## src/rtl/pipeline_ctrl_pkg.sv

```systemverilog
`default_nettype none
// ============================================================================
// Module  : pipeline_ctrl_pkg
// Brief   : ISA field accessors, opcode/aluop constants and FSM state type
//           shared by the pipeline control block.
// Revision: 1.0 - initial release
// ============================================================================
package pipeline_ctrl_pkg;

    localparam logic [4:0]  c_op_rtype  = 5'b00000;
    localparam logic [4:0]  c_op_bne    = 5'b00010;
    localparam logic [4:0]  c_op_jr     = 5'b00100;
    localparam logic [4:0]  c_op_addi   = 5'b00101;
    localparam logic [4:0]  c_op_blt    = 5'b00110;
    localparam logic [4:0]  c_op_sw     = 5'b00111;
    localparam logic [4:0]  c_op_lw     = 5'b01000;
    localparam logic [4:0]  c_op_bex    = 5'b10110;
    localparam logic [4:0]  c_alu_mult  = 5'b00110;
    localparam logic [4:0]  c_alu_div   = 5'b00111;
    localparam logic [4:0]  c_reg_zero  = 5'd0;
    localparam logic [4:0]  c_reg_stat  = 5'd30;
    localparam logic [31:0] c_nop_word  = 32'h0000_0000;

    typedef enum logic [0:0] {
        ST_RUN     = 1'b0,
        ST_MD_BUSY = 1'b1
    } state_t;

    function automatic logic [4:0] f_opcode(input logic [31:0] insn);
        return insn[31:27];
    endfunction

    function automatic logic [4:0] f_rd(input logic [31:0] insn);
        return insn[26:22];
    endfunction

    function automatic logic [4:0] f_rs(input logic [31:0] insn);
        return insn[21:17];
    endfunction

    function automatic logic [4:0] f_rt(input logic [31:0] insn);
        return insn[16:12];
    endfunction

    function automatic logic [4:0] f_aluop(input logic [31:0] insn);
        return insn[6:2];
    endfunction

    function automatic logic f_is_md(input logic [31:0] insn);
        return (f_opcode(insn) == c_op_rtype) &&
               ((f_aluop(insn) == c_alu_mult) || (f_aluop(insn) == c_alu_div));
    endfunction

endpackage : pipeline_ctrl_pkg
`default_nettype wire

```

## src/rtl/pipeline_ctrl_hazard_detect.sv

```systemverilog
`default_nettype none
// ============================================================================
// Module  : hazard_detect
// Brief   : Flags a load-use hazard between the lw in D/X and the F/D insn.
// Revision: 1.0 - initial release
// ============================================================================
module hazard_detect
    import pipeline_ctrl_pkg::*;
(
    input  logic [31:0] i_fd_insn,
    input  logic [31:0] i_dx_insn,
    output logic        o_load_use
);

    logic [4:0] w_dst;
    logic       w_hit_rs;
    logic       w_hit_rt;
    logic       w_hit_rd;
    logic       w_reads_dst;

    assign w_dst    = f_rd(i_dx_insn);
    assign w_hit_rs = (f_rs(i_fd_insn) == w_dst);
    assign w_hit_rt = (f_rt(i_fd_insn) == w_dst);
    assign w_hit_rd = (f_rd(i_fd_insn) == w_dst);

    always_comb begin
        w_reads_dst = 1'b0;
        case (f_opcode(i_fd_insn))
            c_op_rtype:                   w_reads_dst = w_hit_rs | w_hit_rt;
            c_op_addi, c_op_lw:           w_reads_dst = w_hit_rs;
            c_op_sw, c_op_bne, c_op_blt:  w_reads_dst = w_hit_rs | w_hit_rd;
            c_op_jr:                      w_reads_dst = w_hit_rd;
            c_op_bex:                     w_reads_dst = (w_dst == c_reg_stat);
            default:                      w_reads_dst = 1'b0;
        endcase
    end

    assign o_load_use = (f_opcode(i_dx_insn) == c_op_lw) &&
                        (w_dst != c_reg_zero) && w_reads_dst;

endmodule : hazard_detect
`default_nettype wire

```

## src/rtl/pipeline_ctrl.sv

```systemverilog
`default_nettype none
// ============================================================================
// Module  : pipeline_ctrl
// Brief   : Pipe-register enable/bubble sequencer resolving load-use stalls,
//           taken-branch squash and multi-cycle mult/div holds.
// Revision: 1.0 - initial release
// ============================================================================
module pipeline_ctrl
    import pipeline_ctrl_pkg::*;
#(
    parameter int MD_TIMEOUT = 64
) (
    input  logic        clk,
    input  logic        reset,
    input  logic [31:0] fd_insn,
    input  logic [31:0] dx_insn,
    input  logic        branch_taken,
    input  logic        md_ready,
    input  logic        md_exception,
    output logic        pc_we,
    output logic        fd_we,
    output logic        dx_we,
    output logic        xm_we,
    output logic        mw_we,
    output logic        fd_flush,
    output logic        dx_flush,
    output logic        xm_flush,
    output logic        md_start,
    output logic        md_is_div,
    output logic        md_timeout,
    output logic        busy
);

    localparam int                 c_cnt_w    = $clog2(MD_TIMEOUT + 1);
    localparam logic [c_cnt_w-1:0] c_cnt_last = c_cnt_w'(MD_TIMEOUT - 1);
    localparam logic [c_cnt_w-1:0] c_cnt_max  = c_cnt_w'(MD_TIMEOUT);

    state_t             r_state;
    state_t             w_next_state;
    logic [c_cnt_w-1:0] r_count;
    logic               r_dx_fresh;
    logic               w_load_use;
    logic               w_unused;

    // Overflow capture is a datapath concern; the controller only sequences.
    assign w_unused = md_exception;

    hazard_detect u_hazard_detect (
        .i_fd_insn  (fd_insn),
        .i_dx_insn  (dx_insn),
        .o_load_use (w_load_use)
    );

    always_comb begin
        pc_we        = 1'b0;
        fd_we        = 1'b0;
        dx_we        = 1'b0;
        xm_we        = 1'b0;
        mw_we        = 1'b0;
        fd_flush     = 1'b0;
        dx_flush     = 1'b0;
        xm_flush     = 1'b0;
        md_start     = 1'b0;
        md_is_div    = 1'b0;
        md_timeout   = 1'b0;
        w_next_state = r_state;
        if (reset) begin
            case (r_state)
                ST_RUN: begin
                    // r_dx_fresh blocks a restart on a mult/div left in D/X across reset.
                    if (f_is_md(dx_insn) && r_dx_fresh) begin
                        md_start     = 1'b1;
                        md_is_div    = f_aluop(dx_insn) == c_alu_div;
                        xm_we        = 1'b1;
                        mw_we        = 1'b1;
                        xm_flush     = 1'b1;
                        w_next_state = ST_MD_BUSY;
                    end else if (branch_taken) begin
                        {pc_we, fd_we, dx_we, xm_we, mw_we} = 5'b11111;
                        fd_flush = 1'b1;
                        dx_flush = 1'b1;
                    end else if (w_load_use) begin
                        {dx_we, xm_we, mw_we} = 3'b111;
                        dx_flush = 1'b1;
                    end else begin
                        {pc_we, fd_we, dx_we, xm_we, mw_we} = 5'b11111;
                    end
                end
                ST_MD_BUSY: begin
                    xm_we = 1'b1;
                    mw_we = 1'b1;
                    if (md_ready || (r_count == c_cnt_last)) begin
                        {pc_we, fd_we, dx_we} = 3'b111;
                        md_timeout   = !md_ready;
                        w_next_state = ST_RUN;
                    end else begin
                        xm_flush = 1'b1;
                    end
                end
                default: w_next_state = ST_RUN;
            endcase
        end
    end

    assign busy = reset && (r_state != ST_RUN);

    always_ff @(posedge clk or negedge reset) begin
        if (!reset) begin
            r_state    <= ST_RUN;
            r_count    <= '0;
            r_dx_fresh <= 1'b0;
        end else begin
            r_state    <= w_next_state;
            r_dx_fresh <= dx_we;
            if (r_state == ST_RUN) begin
                r_count <= '0;
            end else if (r_count != c_cnt_max) begin
                r_count <= r_count + 1'b1;
            end
        end
    end

endmodule : pipeline_ctrl
`default_nettype wire

```

## config.mk

```make
export PLATFORM = sky130hd
export DESIGN_NAME = pipeline_ctrl
export DESIGN_NICKNAME = d
export VERILOG_FILES = /design/src/rtl/pipeline_ctrl_pkg.sv /design/src/rtl/pipeline_ctrl_hazard_detect.sv /design/src/rtl/pipeline_ctrl.sv
export SDC_FILE = /design/constraint.sdc
export NUM_CORES = 1
export LEC_CHECK = 0
export BUFFER_PORTS_ARGS = -buffer_cell sky130_fd_sc_hd__buf_2
export CORE_MARGIN = 1
export CORE_UTILIZATION = 39
export DETAILED_ROUTE_END_ITERATION = 16
export PLACE_DENSITY = 0.95
export SLEW_MARGIN = 20
export SYNTH_ARGS = -nofsm -noshare
export SYNTH_HDL_FRONTEND = slang
export SYNTH_SLANG_ARGS = --single-unit
```

## constraint.sdc

```tcl
create_clock -name clk -period 2.66 [get_ports clk]
set_input_delay 0.532 -clock clk [delete_from_list [all_inputs] [get_ports clk]]
set_output_delay 0.532 -clock clk [all_outputs]
set_load 0.01 [all_outputs]
```

==> results of run 1 <==
==> per-layer routing <==
| layer | share of wire [%] | up-vias |
|---|---|---|
| li1 | - | 444 |
| met1 | 44 | 424 |
| met2 | 53 | 24 |
| met3 | 2.7 | 2 |
| met4 | 0.56 | 0 |
| met5 | 0 | - |
==> cell families (layout without fill, tap and decap cells) <==
| kind of cell | Yosys count | in the layout | synth area share, % |
|---|---|---|---|
| flip-flops | 9 | 9 | 26.13 |
| AO/OA/AOI/OAI | 13 | 13 | 11.18 |
| XOR/XNOR | 19 | 19 | 19.30 |
| buffers and inverters | 9 | 58 | 7.111 |
| AND/OR/NAND/NOR | 45 | 45 | 30.91 |
| adder cells (fa/ha/maj) | 3 | 3 | 4.063 |
| multiplexers | 1 | 1 | 1.306 |
==> metrics by stage <==
step           setup slack (ns)  instances  util [%]
2_1_floorplan            0.4060         99         -
3_3_place_gp             0.3232        171     54.39
3_5_place_dp             0.2509        171     54.39
4_1_cts                  0.2401        175     55.69
5_1_grt                  0.1234        175     55.69
6_report                 0.2270        175     55.69
==> state kept, by name, indices dropped and copies added (netlist names) <==
signal and flops:
r_count 7, r_dx_fresh 1, r_state 1
==> final cells by class <==
cell class | instances | area, um2 | area share [%]
flip-flops and latches | 9 | 225.2 | 20.00
repair buffers | 50 | 250.2 | 22.22
inverters | 4 | 15.01 | 1.333
well taps | 27 | 33.78 | 3.000
multi-input cells | 81 | 575.6 | 51.11
clock buffers | 4 | 26.28 | 2.333
==> critical path, stage by stage <==
cell,delay (ns)
buf_2,0.13
or4_1,0.54
o2111ai_1,0.22
a31oi_1,0.08
a21oi_1,0.21
buf_2,0.18
==> worst paths after layout <==
check / to / slack [ns] / cells after the start
hold reg to reg: r_count[6]$_DFFE_PN0P_ / 0.58 / 2
setup reg to reg: r_state$_DFFE_PN0P_ / 1.17 / 6
hold / removal: r_count[1]$_DFFE_PN0P_ / 0.15 / 1
max in group asynchronous: r_state$_DFFE_PN0P_ / 2.28 / 1
min in group clk: r_count[6]$_DFFE_PN0P_ / 0.58 / 2
setup / recovery: fd_we / 0.23 / 6
==> power by group through the flow <==
stage	clock network (mW)	registers [mW]	logic (mW)
after CTS	0.103	0.154	0.120
after floorplan	0	0.152	0.0698
final	0.0999	0.155	0.120
after global placement	0	0.156	0.114
after global routing	0.112	0.156	0.134
after detailed placement	0	0.157	0.119
==> layout by cell type, fill, tap and decap left out, drive strengths merged, types with 4 or more instances in the layout <==
master and instances:
nor2 7, and2 5, nor4 5, xor2 12, nand4 4, clkbuf 4
nor2b 6, dfrtp 9, buf 50, nand3 4, xnor2 7, inv 4
==> reports/qor.yml, run 1 <==
power_frac_seq_pct: 41.3
firstDrtPassIters: 4
fp.dieH_um: 49.02
gp_congestion: 0.9110
fp-row-count: 16
final-max-slew-violation-count: 0
yosys-top-cells-area: "dfrtp_1 (26%), xor2_1 (12%), xnor2_1 (7.1%), nor2b_1 (4.4%), and2_1 (3.6%)"
switchingPower_mw: 0.1124
drt_iter0_markers: 20
synth_edf_count: 0
seq_area_frac_synth_pct: 26.12
globalRouteTotalUtil_pct: 18.62
htree_levels: 1
cp.arrival_ns: 1.90
yosysTopAreaCellShare_pct: 26.12
wl_um: 2149
start_util_pct: 42.64
clockPowerShare_pct: 26.7
crit_required_ns: 2.13
wire_per_inst_um: 12.28
grt_pass1_wl_um: 3470
async_flop_share_pct: 100.0
synth-main-ff-cell: "dfrtp_1"
finalClockSkew_ns: 0.005931
criticalPathCategory: "in2out"
slew_headroom_pct: 78.04
hold_path_class: "in2async"
postCtsHoldBufs: 0
post_cts_buffers: 0
fin_crit_ns: 2.433
use_met2_pct: 33.56
ys_seq_elements: 9
cts.repair.resized: 0
yosys_warnings: 0
p_comb_share_pct: 32.1
syn_to_final_growth_pct: 30.62
startpoint: "dx_insn[22]"
top_usage_layer: "met2"
path_clk_slew_ns: 0.06
root_buffer: "clkbuf_4"
power.leakage_nw: 0.5468
p_per_area_mw_per_mm2: 332.5
grt-ovfl-total: 0
final_nets: 220
fin_crit_sh_pct: 91.47
clock_sinks: 9
p_int_mw: 0.2620
cp_max_fo: 5
met1_usage_pct: 21.88
finalSetupTns_ns: 0
ys_types: 34
crit_path_end_kind: "primary output"
drc: 0
synth_nets: 170
ant_nets: 0
antenna_found_initial: 0
ir_worst_vdd_mv: 0.1653
pin_count: 81
critPathLaunchType: "input port"
hold-worst-slack_ns: 0.1510
tightest_slew_ns: 0.3267
syn_inst: 99
use_met3_pct: 2.804
swShare_pct: 30.03
finalPower_mw: 0.3744
portBuffers: 50
vias: 894
ys_top_cells_by_count: "xor2_1 (12), dfrtp_1 (9), nor2_1 (7), xnor2_1 (7), nor2b_1 (6)"
clock_path_buffers: 2
avgSynthCellArea_um2: 8.708
synth_area_um2: 862.1
dpl_cell_area_mm2: 0.001100
yosysMostFrequentCell: "xor2_1"
setup_viol: 0
clk_latency_ns: 0.25
grt_pass1_vias: 825
antenna_cells: 0
maxCapViolations: 0
fmax_mhz: 411.0
fillers: 184
synth_top_area_cell: "dfrtp_1"
status: "finished, final reports clean"
r2r_start: "r_count[0]$_DFFE_PN0P_"
hold_viol_final: 0
fp.dieW_um: 49.02
layout-drive-gt1-share_pct: 37.16
cts_inserted_buffers: 3
dieArea_mm2: 0.002402
rsz0062_at_grt: "false"
place_hpwl_um: 1762
grt_max_degree: 16
via_per_inst: 5.109
design.core.area_mm2: 0.002022
design_area_mm2: 0.001126
cts_tree: "done"
No activity file was read; power rests on OpenSTA's default activity.
==> run 2, diff against run 1 <==
CORE_UTILIZATION = 41   (was 39)
CTS_BUF_LIST = sky130_fd_sc_hd__clkbuf_2   (was default)
==> reports/qor.yml, run 2 (synthesis gave the netlist of run 1 again) <==
status: "finished, final reports clean"
cts_tree: "done"
final_common_cell: "buf_2"
tightest_slew_ns: 0.3528
r2r_slack_ns: 1.21
top_register: "r_count"
finalSetupTns_ns: 0
fp.dieW_um: 47.86
htree_levels: 1
r2r_start: "r_count[0]$_DFFE_PN0P_"
final-max-slew-violation-count: 0
cp_max_fo: 5
pin_count: 81
grt_pass1_vias: 815
layout-drive-gt1-share_pct: 37.84
root_buffer: "clkbuf_2"
routed.top_layer: "met4"
start_util_pct: 43.94
antenna_found_initial: 0
drc: 0
syn_to_final_growth_pct: 29.90
cp.arrival_ns: 1.88
hold_viol_final: 0
finalClockSkew_ns: 0.005514
setup_viol: 0
timing.final.ws_setup_ns: 0.2466
dieArea_mm2: 0.002290
wl_met3_um: 137
post_cts_buffers: 0
place_hpwl_um: 1824
rsz0062_at_grt: "false"
power.leakage_nw: 0.5485
cts.repair.resized: 0
final_nets: 220
grt_max_degree: 16
hold_path_class: "in2async"
path_clk_slew_ns: 0.09
grt-ovfl-total: 0
fp.dieH_um: 47.86
crit_path_end_kind: "primary output"
worst_r2r_endpoint: "r_state$_DFFE_PN0P_"
fin_crit_sh_pct: 90.73
r2r_cells: 6
dp_slack_ns: 0.2880
critPathLaunchType: "input port"
fin_crit_ns: 2.413
wire_per_inst_um: 12.47
crit_required_ns: 2.13
portBuffers: 50
ant_nets: 0
fillers: 184
globalRouteTotalUtil_pct: 18.67
vias: 909
wl_um: 2182
grt_pass1_wl_um: 3084
ir_worst_vdd_mv: 0.1777
wl_met2_um: 1170
slew_headroom_pct: 76.26
p_per_area_mw_per_mm2: 322.1
drt_iter0_markers: 11
firstDrtPassIters: 4
cts_inserted_buffers: 3
antenna_cells: 0
maxCapViolations: 0
clk_latency_ns: 0.23
via_per_inst: 5.194
largestRegisters: "r_count x7, r_dx_fresh x1, r_state x1"
clock_sinks: 9
fp-row-count: 16
largest_reg_flops: 7
clock_path_buffers: 2
wl_met1_um: 858
design.core.area_mm2: 0.001962
postCtsHoldBufs: 0
gp_congestion: 0.8263
final_cell_mix: "buf_2 (50), xor2_1 (12), dfrtp_1 (9)"
criticalPathCategory: "in2out"
finalPower_mw: 0.3607
fmax_mhz: 414.3
[run 2: cell type report]
cell class / count / area (um2) / share of cell area [%]
multi-input cells: 81 / 575.6 / 51.40
well taps: 27 / 33.78 / 3.017
repair buffers: 50 / 250.2 / 22.35
clock buffers: 4 / 20.02 / 1.788
inverters: 4 / 15.01 / 1.341
flip-flops and latches: 9 / 225.2 / 20.11
[run 2: worst max-delay path, cell delays in order]
cell,delay [ns]
buf_2,0.15
xor2_1,0.17
nor4_1,0.38
a31oi_1,0.14
a31oi_1,0.22
a21oi_1,0.13
buf_2,0.16
[run 2: per-layer routing]
metal | track usage (%) | vias to the layer above
met5 | 0 | -
met4 | 8.333 | 0
met3 | 3.774 | 2
met2 | 31.35 | 31
met1 | 22.90 | 432
li1 | - | 444
[run 2: power by group]
part | internal, mW | switching [mW]
combinational | 0.0600 | 0.0622
clock | 0.0400 | 0.0449
sequential | 0.145 | 0.00888
total | 0.245 | 0.116
[run 2: stage by stage]
| step | instance area, um2 | instances | utilization, % | hold WS [ns] |
|---|---|---|---|---|
| 6_report | 1120 | 175 | 57.08 | 0.1612 |
| 2_1_floorplan | 862.1 | 99 | - | 0.2364 |
| 5_1_grt | 1120 | 175 | 57.08 | 0.1668 |
| 3_5_place_dp | 1100 | 171 | 56.06 | 0.4247 |
| 4_1_cts | 1120 | 175 | 57.08 | 0.1637 |
| 3_3_place_gp | 1100 | 171 | 56.06 | 0.4213 |
[run 2: how the worst max path moves through the flow]
stage,from,endpoint,slack (ns),cells after the start
5_1_grt,r_count[0]$_DFFE_PN0P_,pc_we,0.15,6
4_1_cts,dx_insn[22],fd_we,0.29,6
3_5_place_dp,dx_insn[22],fd_we,0.29,6
6_report,dx_insn[26],fd_we,0.25,7
3_3_place_gp,dx_insn[22],fd_we,0.32,6
2_1_floorplan,dx_insn[22],pc_we,0.41,5
